`config.mk`:
```
export PLATFORM = sky130hd
export DESIGN_NAME = ripple_sampler
export DESIGN_NICKNAME = d
export VERILOG_FILES = /design/src/rtl/ripple_pkg.sv /design/src/rtl/ripple_sync_filter.sv /design/src/rtl/ripple_sampler.sv
export SDC_FILE = /design/constraint.sdc
export NUM_CORES = 1
export LEC_CHECK = 0
export ABC_AREA = 1
export CAP_MARGIN = 20
export CORE_UTILIZATION = 40
export CTS_BUF_LIST = sky130_fd_sc_hd__clkbuf_4
export DETAILED_ROUTE_END_ITERATION = 16
export DONT_BUFFER_PORTS = 1
export GPL_ROUTABILITY_DRIVEN = 1
export PLACE_DENSITY_LB_ADDON = 0.3
export SLEW_MARGIN = 10
export SYNTH_ARGS = -nofsm -noshare
export SYNTH_HDL_FRONTEND = slang
export SYNTH_SLANG_ARGS = --single-unit
```
`constraint.sdc`:
```
create_clock -name clk -period 3.6 [get_ports clk]
set_input_delay 0.36 -clock clk [delete_from_list [all_inputs] [get_ports clk]]
set_output_delay 0.36 -clock clk [all_outputs]
set_load 0.02 [all_outputs]
```
`src/rtl/ripple_pkg.sv`:
```
// ripple_pkg: shared types and helpers for the ripple counter capture stage.
package ripple_pkg;

    typedef enum logic [1:0] {
        SETTLE = 2'd0,
        TRACK  = 2'd1,
        PEND   = 2'd2
    } state_e;

    localparam int RIPPLE_IN_W = 4;
    // run counter width covers STABLE_N up to 15
    localparam int RUN_W       = 4;
    // widest counter bus the delta helper handles
    localparam int DELTA_MAX_W = 16;

    // Forward distance from prev to cur on a w-bit wrapping counter.
    function automatic logic [DELTA_MAX_W-1:0] mod_delta(
        input logic [DELTA_MAX_W-1:0] cur,
        input logic [DELTA_MAX_W-1:0] prev,
        input int unsigned            w
    );
        logic [DELTA_MAX_W:0] mask;
        mask      = ((DELTA_MAX_W+1)'(1) << w) - (DELTA_MAX_W+1)'(1);
        mod_delta = (cur - prev) & mask[DELTA_MAX_W-1:0];
    endfunction

endpackage

```
`src/rtl/ripple_sync_filter.sv`:
```
// ripple_sync_filter: two-flop resync of the ripple bus plus a run-length
// glitch filter. accept_o pulses on the edge where the candidate has been
// seen STABLE_N times in a row; cand_o is the candidate as of that edge.
module ripple_sync_filter
    import ripple_pkg::*;
#(
    parameter int IN_W     = RIPPLE_IN_W,
    parameter int STABLE_N = 2
) (
    input  logic            clk,
    input  logic            rst,
    input  logic [IN_W-1:0] cnt_i,
    output logic            accept_o,
    output logic [IN_W-1:0] cand_o,
    output logic            full_o
);

    localparam logic [RUN_W-1:0] RUN_MAX = RUN_W'(STABLE_N);

    logic [IN_W-1:0]  s1_q, s2_q;
    logic [1:0]       prime_q;
    logic [IN_W-1:0]  cand_q, cand_d;
    logic [RUN_W-1:0] run_q, run_d;
    logic             accept;

    // Filter next state. Samples are ignored until s2 holds a real post-reset
    // value, so the zeroed sync flops are never mistaken for a counter value.
    always_comb begin
        cand_d = cand_q;
        run_d  = run_q;
        accept = 1'b0;
        if (prime_q[1]) begin
            if (s2_q != cand_q) begin
                cand_d = s2_q;
                run_d  = RUN_W'(1);
                accept = (RUN_MAX == RUN_W'(1));
            end else if (run_q != RUN_MAX) begin
                run_d  = run_q + RUN_W'(1);
                accept = (run_q == RUN_MAX - RUN_W'(1));
            end
        end
    end

    // Sync chain, priming flags and filter registers.
    always_ff @(posedge clk) begin
        if (rst) begin
            s1_q    <= '0;
            s2_q    <= '0;
            prime_q <= '0;
            cand_q  <= '0;
            run_q   <= '0;
        end else begin
            s1_q    <= cnt_i;
            s2_q    <= s1_q;
            prime_q <= {prime_q[0], 1'b1};
            cand_q  <= cand_d;
            run_q   <= run_d;
        end
    end

    assign accept_o = accept;
    assign cand_o   = cand_d;
    assign full_o   = (run_d == RUN_MAX);

endmodule

```
`src/rtl/ripple_sampler.sv`:
```
// ripple_sampler: captures the asynchronous ripple counter, extends it into a
// wide accumulator via modulo deltas and offers snapshots on a valid/ready port.
// Optional: RIPPLE_SAMPLER_OVERRUN_EN adds a sticky overrun flag for snapshots
// replaced before the consumer took them.
module ripple_sampler
    import ripple_pkg::*;
#(
    parameter int IN_W     = RIPPLE_IN_W,
    parameter int EXT_W    = 12,
    parameter int STABLE_N = 2
) (
    input  logic                  clk,
    input  logic                  rst,
    input  logic [IN_W-1:0]       cnt_in,
    input  logic                  clr,
    output logic                  out_valid,
    input  logic                  out_ready,
    output logic [IN_W+EXT_W-1:0] out_count,
    output logic                  out_wrap,
    output logic                  stable
`ifdef RIPPLE_SAMPLER_OVERRUN_EN
    ,
    output logic                  overrun
`endif
);

    localparam int W = IN_W + EXT_W;

    logic            accept, full;
    logic [IN_W-1:0] cand;

    state_e          state_q;
    logic [IN_W-1:0] last_q, last_d;
    logic [W-1:0]    acc_q, acc_new;
    logic [IN_W-1:0] delta;
    logic            out_valid_q, out_wrap_q, stable_q;
    logic [W-1:0]    out_count_q;
    logic            has_base, new_snap, held;
`ifdef RIPPLE_SAMPLER_OVERRUN_EN
    logic            overrun_q;
`endif

    ripple_sync_filter #(
        .IN_W     (IN_W),
        .STABLE_N (STABLE_N)
    ) u_filter (
        .clk      (clk),
        .rst      (rst),
        .cnt_i    (cnt_in),
        .accept_o (accept),
        .cand_o   (cand),
        .full_o   (full)
    );

    assign delta    = IN_W'(mod_delta(DELTA_MAX_W'(cand), DELTA_MAX_W'(last_q), IN_W));
    assign acc_new  = acc_q + W'(delta);
    assign has_base = (state_q != SETTLE);
    // an acceptance equal to the current baseline carries no movement
    assign new_snap = accept && has_base && (cand != last_q);
    assign held     = (state_q == PEND) && !out_ready;

    // Baseline update; shared by the FSM and the registered stable flag.
    always_comb begin
        last_d = last_q;
        if (clr) begin
            if (has_base || accept) last_d = cand;
        end else if (accept && (!has_base || cand != last_q)) begin
            last_d = cand;
        end
    end

    // Capture FSM: baseline, accumulation and snapshot handshake.
    always_ff @(posedge clk) begin
        if (rst) begin
            state_q     <= SETTLE;
            last_q      <= '0;
            acc_q       <= '0;
            out_valid_q <= 1'b0;
            out_count_q <= '0;
            out_wrap_q  <= 1'b0;
            stable_q    <= 1'b0;
`ifdef RIPPLE_SAMPLER_OVERRUN_EN
            overrun_q   <= 1'b0;
`endif
        end else begin
            last_q   <= last_d;
            stable_q <= full && (cand == last_d);
            if (clr) begin
                // a concurrent acceptance becomes the new baseline, no delta
                acc_q       <= '0;
                out_valid_q <= 1'b0;
                out_wrap_q  <= 1'b0;
                state_q     <= (has_base || accept) ? TRACK : SETTLE;
`ifdef RIPPLE_SAMPLER_OVERRUN_EN
                overrun_q   <= 1'b0;
`endif
            end else begin
                case (state_q)
                    SETTLE: begin
                        if (accept) state_q <= TRACK;
                    end
                    default: begin
                        if (new_snap) begin
                            // latest wins; wrap history kept if unconsumed
                            acc_q       <= acc_new;
                            out_count_q <= acc_new;
                            out_wrap_q  <= (cand < last_q) | (held & out_wrap_q);
                            out_valid_q <= 1'b1;
                            state_q     <= PEND;
`ifdef RIPPLE_SAMPLER_OVERRUN_EN
                            if (held) overrun_q <= 1'b1;
`endif
                        end else if (state_q == PEND && out_ready) begin
                            out_valid_q <= 1'b0;
                            state_q     <= TRACK;
                        end
                    end
                endcase
            end
        end
    end

    assign out_valid = out_valid_q;
    assign out_count = out_count_q;
    assign out_wrap  = out_wrap_q;
    assign stable    = stable_q;
`ifdef RIPPLE_SAMPLER_OVERRUN_EN
    assign overrun   = overrun_q;
`endif

endmodule

```
Yosys cells after proc, flatten, opt, wreduce, memory -nomap -nowiden

Index checks and enable logic that the tools add are counted.

Bits in registers: 59
Input bits: 8
Output and inout bits: 19
Logic and storage cells: 68

Add/sub/neg operators: 3
Order comparisons: 1
Equal/unequal tests: 8
Muxes and demuxes: 20
Bitwise gates (word level): 4
Reductions and logical operators: 19

Operators by type and width:

| cell                                                                     | count |
|---|---|
| 4-bit 2-to-1 mux                                                         | 8 |
| 16-bit by 4-bit adder with 16-bit output                                 | 1 |
| 2-bit 2-to-1 mux                                                         | 5 |
| 4-bit inequality test                                                    | 2 |
| 1-bit 2-to-1 mux                                                         | 7 |
| 1-bit logical AND                                                        | 6 |
| 2-bit AND reduction                                                      | 3 |
| 4-bit by 1-bit adder with 4-bit output (second input constant)           | 1 |
| 4-bit by 1-bit == test with 1-bit output (second input constant)         | 1 |
| 4-bit by 2-bit == test with 1-bit output (second input constant)         | 1 |
| 4-bit == test                                                            | 1 |
| 4-bit less-than comparator                                               | 1 |
| 4-bit by 2-bit inequality test with 1-bit output (second input constant) | 1 |
| 2-bit nonzero test                                                       | 2 |
| 4-bit nonzero test                                                       | 1 |
| 4-bit subtractor                                                         | 1 |
| 3-bit inequality test (second input constant)                            | 1 |
| 3-bit AND reduction                                                      | 1 |
| 2-bit == test (second input constant)                                    | 1 |
| 1-bit zero test                                                          | 2 |
| 2-bit zero test                                                          | 1 |
| 1-bit logical OR                                                         | 2 |
| 1-bit inverter                                                           | 2 |
| 2-bit OR reduction                                                       | 1 |
| 2 further kinds                                                          | 2 |

Logic depth before layout (Yosys ltp)

Gate-level depths: netlist of run 1.

Depth in word-level cells: 10
Mapped depth: 19
Gate-level depth less buffers: 18

By module

A second synthesis of run 1 with hierarchy kept.

Cells, all modules: 433
Area total of the unflattened synthesis: 3143.0 µm²

Modules (own cells, without submodules):

| module             | times used | cells an instance | area each (µm²) | sequential area each (µm²) |
|---|---|---|---|---|
| ripple_sampler     | 1          | 319               | 2313.5          | 820.8 |
| ripple_sync_filter | 1          | 114               | 829.5           | 360.3 |

Least setup slack after synthesis of run 1

Ideal clock, no wire load.

Kind: register to register
Start: register u_filter.prime_q[1]
End: register acc_q[14]
Setup time: 0.070 ns
Arrival time: 3.056 ns
Data required time: 3.530 ns
Slack: 0.474 ns
Cell stages (with the launch flop): 19
Path buffers: 2
Period minus slack after synthesis: 3.126 ns
Path through: dfxtp_1 buf_2 clkbuf_1 o21ai_0 inv_1 ha_1 a21oi_1 o21ai_0 xor2_1 ha_1 nand2_1 o21ai_2 nand2_1 nor2_1 nand2_1 nor3_1 xor2_1 inv_1 a21oi_1

Longest elaborated chain between the ends: 4
Elaborated cells between the ends (all ways): 8
Classes of those cells: add/sub (2); eq/ne (1); mux (2); reduce/logical (3)

RTL lines:

| element                                                                                          | RTL line                 | source |
|---|---|---|
| start, declared                                                                                  | ripple_sync_filter.sv:21 | `logic [1:0] prime_q;` |
| start signal, assigned                                                                           | ripple_sync_filter.sv:55 | `prime_q <= {prime_q[0], 1'b1};` |
| 4-bit 2-to-1 mux (*)                                                                             | ripple_sync_filter.sv:32 | `if (prime_q[1]) begin` |
| via cand[2]                                                                                      | ripple_sampler.sv:30     | `logic [IN_W-1:0] cand;` |
| parallel branches: the longest is 3 deep, another holds 16-bit by 4-bit adder with 16-bit output | n/a                      |  |
| end signal, assigned                                                                             | ripple_sampler.sv:105    | `acc_q <= acc_new;` |
| end, declared                                                                                    | ripple_sampler.sv:34     | `logic [W-1:0] acc_q, acc_new;` |

Mark *: on every way through the listed nets, which the timed path passes.
A chain may end at the register's enable or synchronous reset.

Final worst setup path of run 1

Start: register u_filter.prime_q[1]
End: register out_count_q[14] (netlist: out_count[14])

Longest elaborated chain between the ends: 4
Elaborated cells between the ends (all ways): 8
Classes of those cells: add/sub (2); eq/ne (1); mux (2); reduce/logical (3)

RTL lines:

| element                                                                                          | RTL line              | source |
|---|---|---|
| parallel branches: the longest is 4 deep, another holds 16-bit by 4-bit adder with 16-bit output | n/a                   |  |
| end signal, assigned                                                                             | ripple_sampler.sv:106 | `out_count_q <= acc_new;` |
| end, declared                                                                                    | ripple_sampler.sv:37  | `logic [W-1:0] out_count_q;` |

Several ways; the timed one is not identified.

==> results of run 1 <==
cells in the mapped netlist, types with 2 or more instances:
library cell  instances
a211oi_1              5
a21oi_1              35
buf_2                 4
buf_4                 3
clkbuf_1              5
dfxtp_1              59
fa_1                  2
ha_1                 11
inv_1                66
nand2_1              66
nand3_1              23
nand4_1               4
nor2_1               47
nor2_2                2
nor3_1                4
o211a_1               2
o21ai_0              32
o21ai_1               3
xnor2_1               3
xor2_1               15
cell families (layout without fill, tap and decap cells):
family          count (synthesis)  after routing  synth area share [%]
compound gates                 81             81                  14.9
xor+xnor                       18             18                  5.36
fa+ha+maj                      13             13                  6.05
buf+inv                        79             87                  10.9
flops                          59             59                  40.2
simple gates                  151            151                  22.6
registers in the layout, summed over array words and instances (netlist names), 2 cells and up:
register          count
acc_q                16
last_q                4
out_count            16
state_q               2
u_filter.cand_q       4
u_filter.prime_q      2
u_filter.run_q        4
u_filter.s1_q         4
u_filter.s2_q         4
metrics by stage:
| stage | worst slack, ns | utilization (%) | area (sq um) | power, mW |
|---|---|---|---|---|
| after floorplan | 0.474 | - | 2940 | 0.832 |
| after global placement | 0.333 | 43.1 | 2990 | 0.858 |
| after detailed placement | 0.325 | 43.1 | 2990 | 0.859 |
| after CTS | 0.289 | 45.4 | 3150 | 1.33 |
| after global routing | 0.0264 | 45.7 | 3170 | 1.40 |
| final | 0.324 | 45.7 | 3170 | 1.32 |
power breakdown:
| part | internal (mW) | switching, mW | leakage [nW] |
|---|---|---|---|
| sequential | 0.669 | 0.0130 | 0.480 |
| combinational | 0.0614 | 0.109 | 0.858 |
| clock | 0.208 | 0.257 | 0.0632 |
| total | 0.938 | 0.379 | 1.40 |
timing repair:
action / CTS / global route
hold endpoints to repair: 16 / 3
hold buffers: 2 / 2
setup endpoints to repair: 0 / 2
resized for setup: 0 / 1
layer usage:
metal  up-vias  GRT usage, %  share of wire (%)
met1      1102          22.0                 49
met3         9          3.58                3.1
met5         -             0                  0
li1       1285             -                  -
met2        34          27.7                 46
met4         0          7.60                1.5
area by class of cell:
class / count / area, sq um
Multi-Input combinational cell: 263 / 1440
Clock buffer: 9 / 67.6
Clock inverter: 7 / 68.8
Sequential cell: 59 / 1180
Timing Repair Buffer: 5 / 47.5
Inverter: 66 / 248
Tap cell: 96 / 120
Fill cell: 724 / 3770
path summary, 6_finish.rpt:
kind | start | to | depth (start not counted)
min | rst | last_q[0] | 1
max reg2reg | u_filter.prime_q[1] | out_count[14] | 14
max | u_filter.prime_q[1] | out_count[14] | 14
min reg2reg | u_filter.s1_q[3] | u_filter.s2_q[3] | 2
worst max-delay path, delay by kind of cell (launching register included):
kind,cells,cell delay (ns)
compound gates,3,0.65
xor+xnor,1,0.17
fa+ha+maj,3,1.19
buf+inv,3,0.18
flops,1,0.38
simple gates,4,0.64
==> out/results.ini, run 1 <==
[cells_and_area]
antennaDiodeCount = 0
syn_to_final_growth_pct = 7.88
drive_above_1_share_pct = 5.38
final-instance-count-excl-fill = 505
final_nets = 425
layout.cells.most_common_list = inv_1, nand2_1, dfxtp_1

[synthesis]
syn_area_per_cell_sq_um = 7.33
postSynth.asyncResetShare_pct = 0
ys_ff_latch = 59
ys_warn_count = 0
synth_largest_area_cell = dfxtp_1
synth_fp_nets = 422
syn_area_sq_mm = 0.00294
ys_seq_area_share_pct = 40.2
yosys-top-cells-area = dfxtp_1, inv_1, nand2_1, nor2_1, a21oi_1
synth_edf_count = 0
netlist.area_leader.share_pct = 40.2
synth_cells = 401
synthFlopType = dfxtp_1
synth.distinct_cells = 30

[clock_network]
cts_sinks = 59
cts_tree = built
clk_pin_slew_worst_paths_ns = 0.10
cts_made_buffers = 9
clock_path_buffers = 2
clock_latency_ns = 0.40
clock-root-buffer = clkbuf_4
h-tree-depth = 3
cts_setup_buffers = 0

[place]
port_buffers = 0
dpl.hpwl_um = 4100
dp_cells = 485
gp_congestion = 0.777

[worst_setup_path]
path_cells = o21ai_0 -> ha_1 -> inv_1 -> fa_1 -> inv_1 -> fa_1 -> o21ai_2 -> nand2_1 -> nor2_1 -> nand2_1 -> nor3_1 -> xor2_1 -> inv_1 -> a21oi_1
critical_path.most_common_cell = inv_1
crit_fanout = 8
cp.arrival_ns = 3.61
critPathKind = reg -> reg
worstSetupEndpointType = flip-flop
crit_path_start_kind = flip-flop
critPathMaxStageDelay_ns = 0.51
ff2ff_setup_slack_ns = 0.32
cpMaxStageDelayCell = fa_1
worst_ep_required_time_ns = 3.94

[job]
cap_violations = 0

[route]
first_pass_iters = 4
wire_per_inst_um = 11.7
viasPerCell = 4.81
drt_iter0_drc = 114
postRouteAntennaNets = 0
drt-total-wl_um = 5900
drcViolationCount = 0
vias = 2430

[timing]
hold_violations = 0
slew_viol_final = 0
setup_tns_ns = 0
timing.hold.ws_ns = 0.0293
setup_viol = 0
max_slew.worst_pin.slew_ns = 0.975
fmax_mhz = 305
period_share_pct = 91.0
grt_setup_unrepaired = false
period_needed_ns = 3.28
relSlewSlack_pct = 34.7
fin_skew_ns = 0.0180

[floorplan]
num_rows = 30
die_w_um = 87.7
core_sq_mm = 0.00694
die_area_sq_mm = 0.00769
start_util_pct = 42.3
ios = 27
die_h_um = 87.7

[status]
outcome = completed

[global_routing]
antenna_found_initial = 0
grt_pass1_vias = 2226
grt_overflow = 0
track_usage_pct = 17.1
grt_max_degree = 30
grt_pass1_wl_um = 10100

[worst_hold_path]
hp-class = in -> reg

[power]
irDropWorstVdd_mv = 0.196
p_leak_nw = 1.40
power.density_mw_per_mm2 = 415

(Power assumes the default switching activity.)
==> run 2, diff against run 1 <==
CORE_ASPECT_RATIO = 0.8   (was not set)
==> run 2 against run 1 <==
The run now ends with design-rule violations left. Global-route usage increased by 0.27 points. Critical path depth increased by 2. Cell area increased by 1.1%. Wire length increased by 4.0%. Sequential share of layout area decreased by 0.29 points. Clock skew decreased by 0.00090 ns. Utilization increased by 0.18 points. Die area about the same. Combinational power increased by 2%. Final cell count decreased by 1.8%. Count of clock-buffer cells in the layout unchanged. Critical path type unchanged. Critical endpoint is now acc_q[14]. Largest cell class unchanged.
==> out/results.ini, run 2 (synthesis results as in run 1) <==
[timing]
grt_setup_unrepaired = false
fin_ws_ns = 0.335
max_slew.worst_pin.slew_ns = 0.979
setup_tns_ns = 0
fmax_mhz = 306
relSlewSlack_pct = 34.5
hold_violations = 0
slew_viol_final = 0
period_share_pct = 90.7
fin_skew_ns = 0.0171
period_needed_ns = 3.26
setup_viol = 0

[route]
wl_met2_um = 2560
wl_met1_um = 3200
drcViolationCount = 2
drt_iter0_drc = 187
drt-total-wl_um = 6130
postRouteAntennaNets = 0
vias = 2451
wl_met3_um = 312
first_pass_iters = 11
wire_per_inst_um = 12.4
viasPerCell = 4.94
top_layer = met4

[floorplan]
num_rows = 27
die_area_sq_mm = 0.00770
start_util_pct = 42.0
core_sq_mm = 0.00699
ios = 27
die_h_um = 78.7
die_w_um = 97.8

[cells_and_area]
antennaDiodeCount = 0
final_cell_area_sq_mm = 0.00321
final-instance-count-excl-fill = 496
drive_above_1_share_pct = 6.60
syn_to_final_growth_pct = 9.07
layout.cells.most_common_list = inv_1, nand2_1, dfxtp_1
final_nets = 425
post-route-util_pct = 45.8

[worst_setup_path]
worst-path-buf-inv = 2
crit_path_start_kind = flip-flop
cp.depth = 16
r2r-start = u_filter.prime_q[1]
critical_path.most_common_cell = nand2_1
worst_ep_required_time_ns = 3.94
path_delay_family = compound AO/OA/AOI/OAI gates
cp.arrival_ns = 3.61
r2r-end = acc_q[14]
endpoint = acc_q[14]
path_cells = o21ai_0 -> inv_1 -> ha_1 -> a21oi_1 -> o21ai_0 -> xor2_1 -> ha_1 -> nand2_1 -> o21ai_2 -> nand2_1 -> nor2_1 -> nand2_1 -> nor3_1 -> xor2_1 -> inv_1 -> a21oi_1
critPathMaxStageDelay_ns = 0.41
crit_fanout = 17
critPathKind = reg -> reg
ff2ff_setup_slack_ns = 0.34
worstSetupEndpointType = flip-flop
rr_worst_depth = 16
cpMaxStageDelayCell = dfxtp_4
critPathLaunch = u_filter.prime_q[1]

[place]
dp_cells = 478
port_buffers = 0
dpl.hpwl_um = 4290
gp_congestion = 0.802
place_ws_ns = 0.196
place_area_sq_mm = 0.00300

[clock_network]
cts_made_buffers = 9
cts_setup_buffers = 0
clk_pin_slew_worst_paths_ns = 0.11
clock-root-buffer = clkbuf_4
h-tree-depth = 3
clock_path_buffers = 2
cts_tree = built
cts_sinks = 59
clock_latency_ns = 0.41

[global_routing]
grt_pass1_wl_um = 10400
grt_max_degree = 30
antenna_found_initial = 0
grt_overflow = 0
track_usage_pct = 17.4
grt_pass1_vias = 2245

[power]
irDropWorstVdd_mv = 0.292
power.density_mw_per_mm2 = 456
p_leak_nw = 1.44

[worst_hold_path]
min_path_cells = 1
hp-class = in -> reg

[status]
violations = design-rule violations
outcome = finished, violations left

[job]
cap_violations = 0

==> run 2: cell count changes in the layout (fill, tap and decap cells not counted), sizes merged <==
cell / change
bufinv: +2
buf: +2
dlygate4sd3: -2
clkinvlp: -2
==> run 2: repair_timing <==
action                                  4_1_cts  5_1_grt
hold buffers                                  1        1
gates resized for setup                       0        2
endpoints found under the hold margin        11       14
endpoints found under the setup margin        0       15
==> run 2: per-layer routing <==
metal  vias to the layer above  GRT usage [%]
met5                         -              0
met4                         0           5.00
met3                         4           7.03
met2                        43           26.5
met1                      1111           22.5
li1                       1293              -
==> run 2: power breakdown <==
group / internal, mW / total, mW / switching (mW)
clock network: 0.350 / 0.605 / 0.255
registers: 0.669 / 0.683 / 0.0148
logic: 0.0609 / 0.174 / 0.113
total: 1.08 / 1.46 / 0.383
==> run 2: metrics by stage <==
step                      power, mW  hold slack [ns]
after floorplan               0.832            0.388
after global placement        0.861            0.392
after detailed placement      0.864            0.396
after CTS                      1.48          0.00254
after global routing           1.54          0.00204
final                          1.46           0.0258
==> run 2: cell type report <==
cell class                      count  area (sq um)
Fill cell                         678          3790
Multi-Input combinational cell    263          1440
Sequential cell                    59          1180
Inverter                           66           248
Clock inverter                      7           116
Tap cell                           87           109
Clock buffer                        9          67.6
Timing Repair Buffer                5          42.5
==> run 2: worst min-delay path by stage <==
stage	from	to
floorplan	u_filter.prime_q[0]	u_filter.prime_q[1]
global placement	u_filter.s1_q[2]	u_filter.s2_q[2]
detailed placement	u_filter.s1_q[2]	u_filter.s2_q[2]
CTS	rst	out_count[2]
global route	rst	out_count[0]
finish	rst	out_count[0]
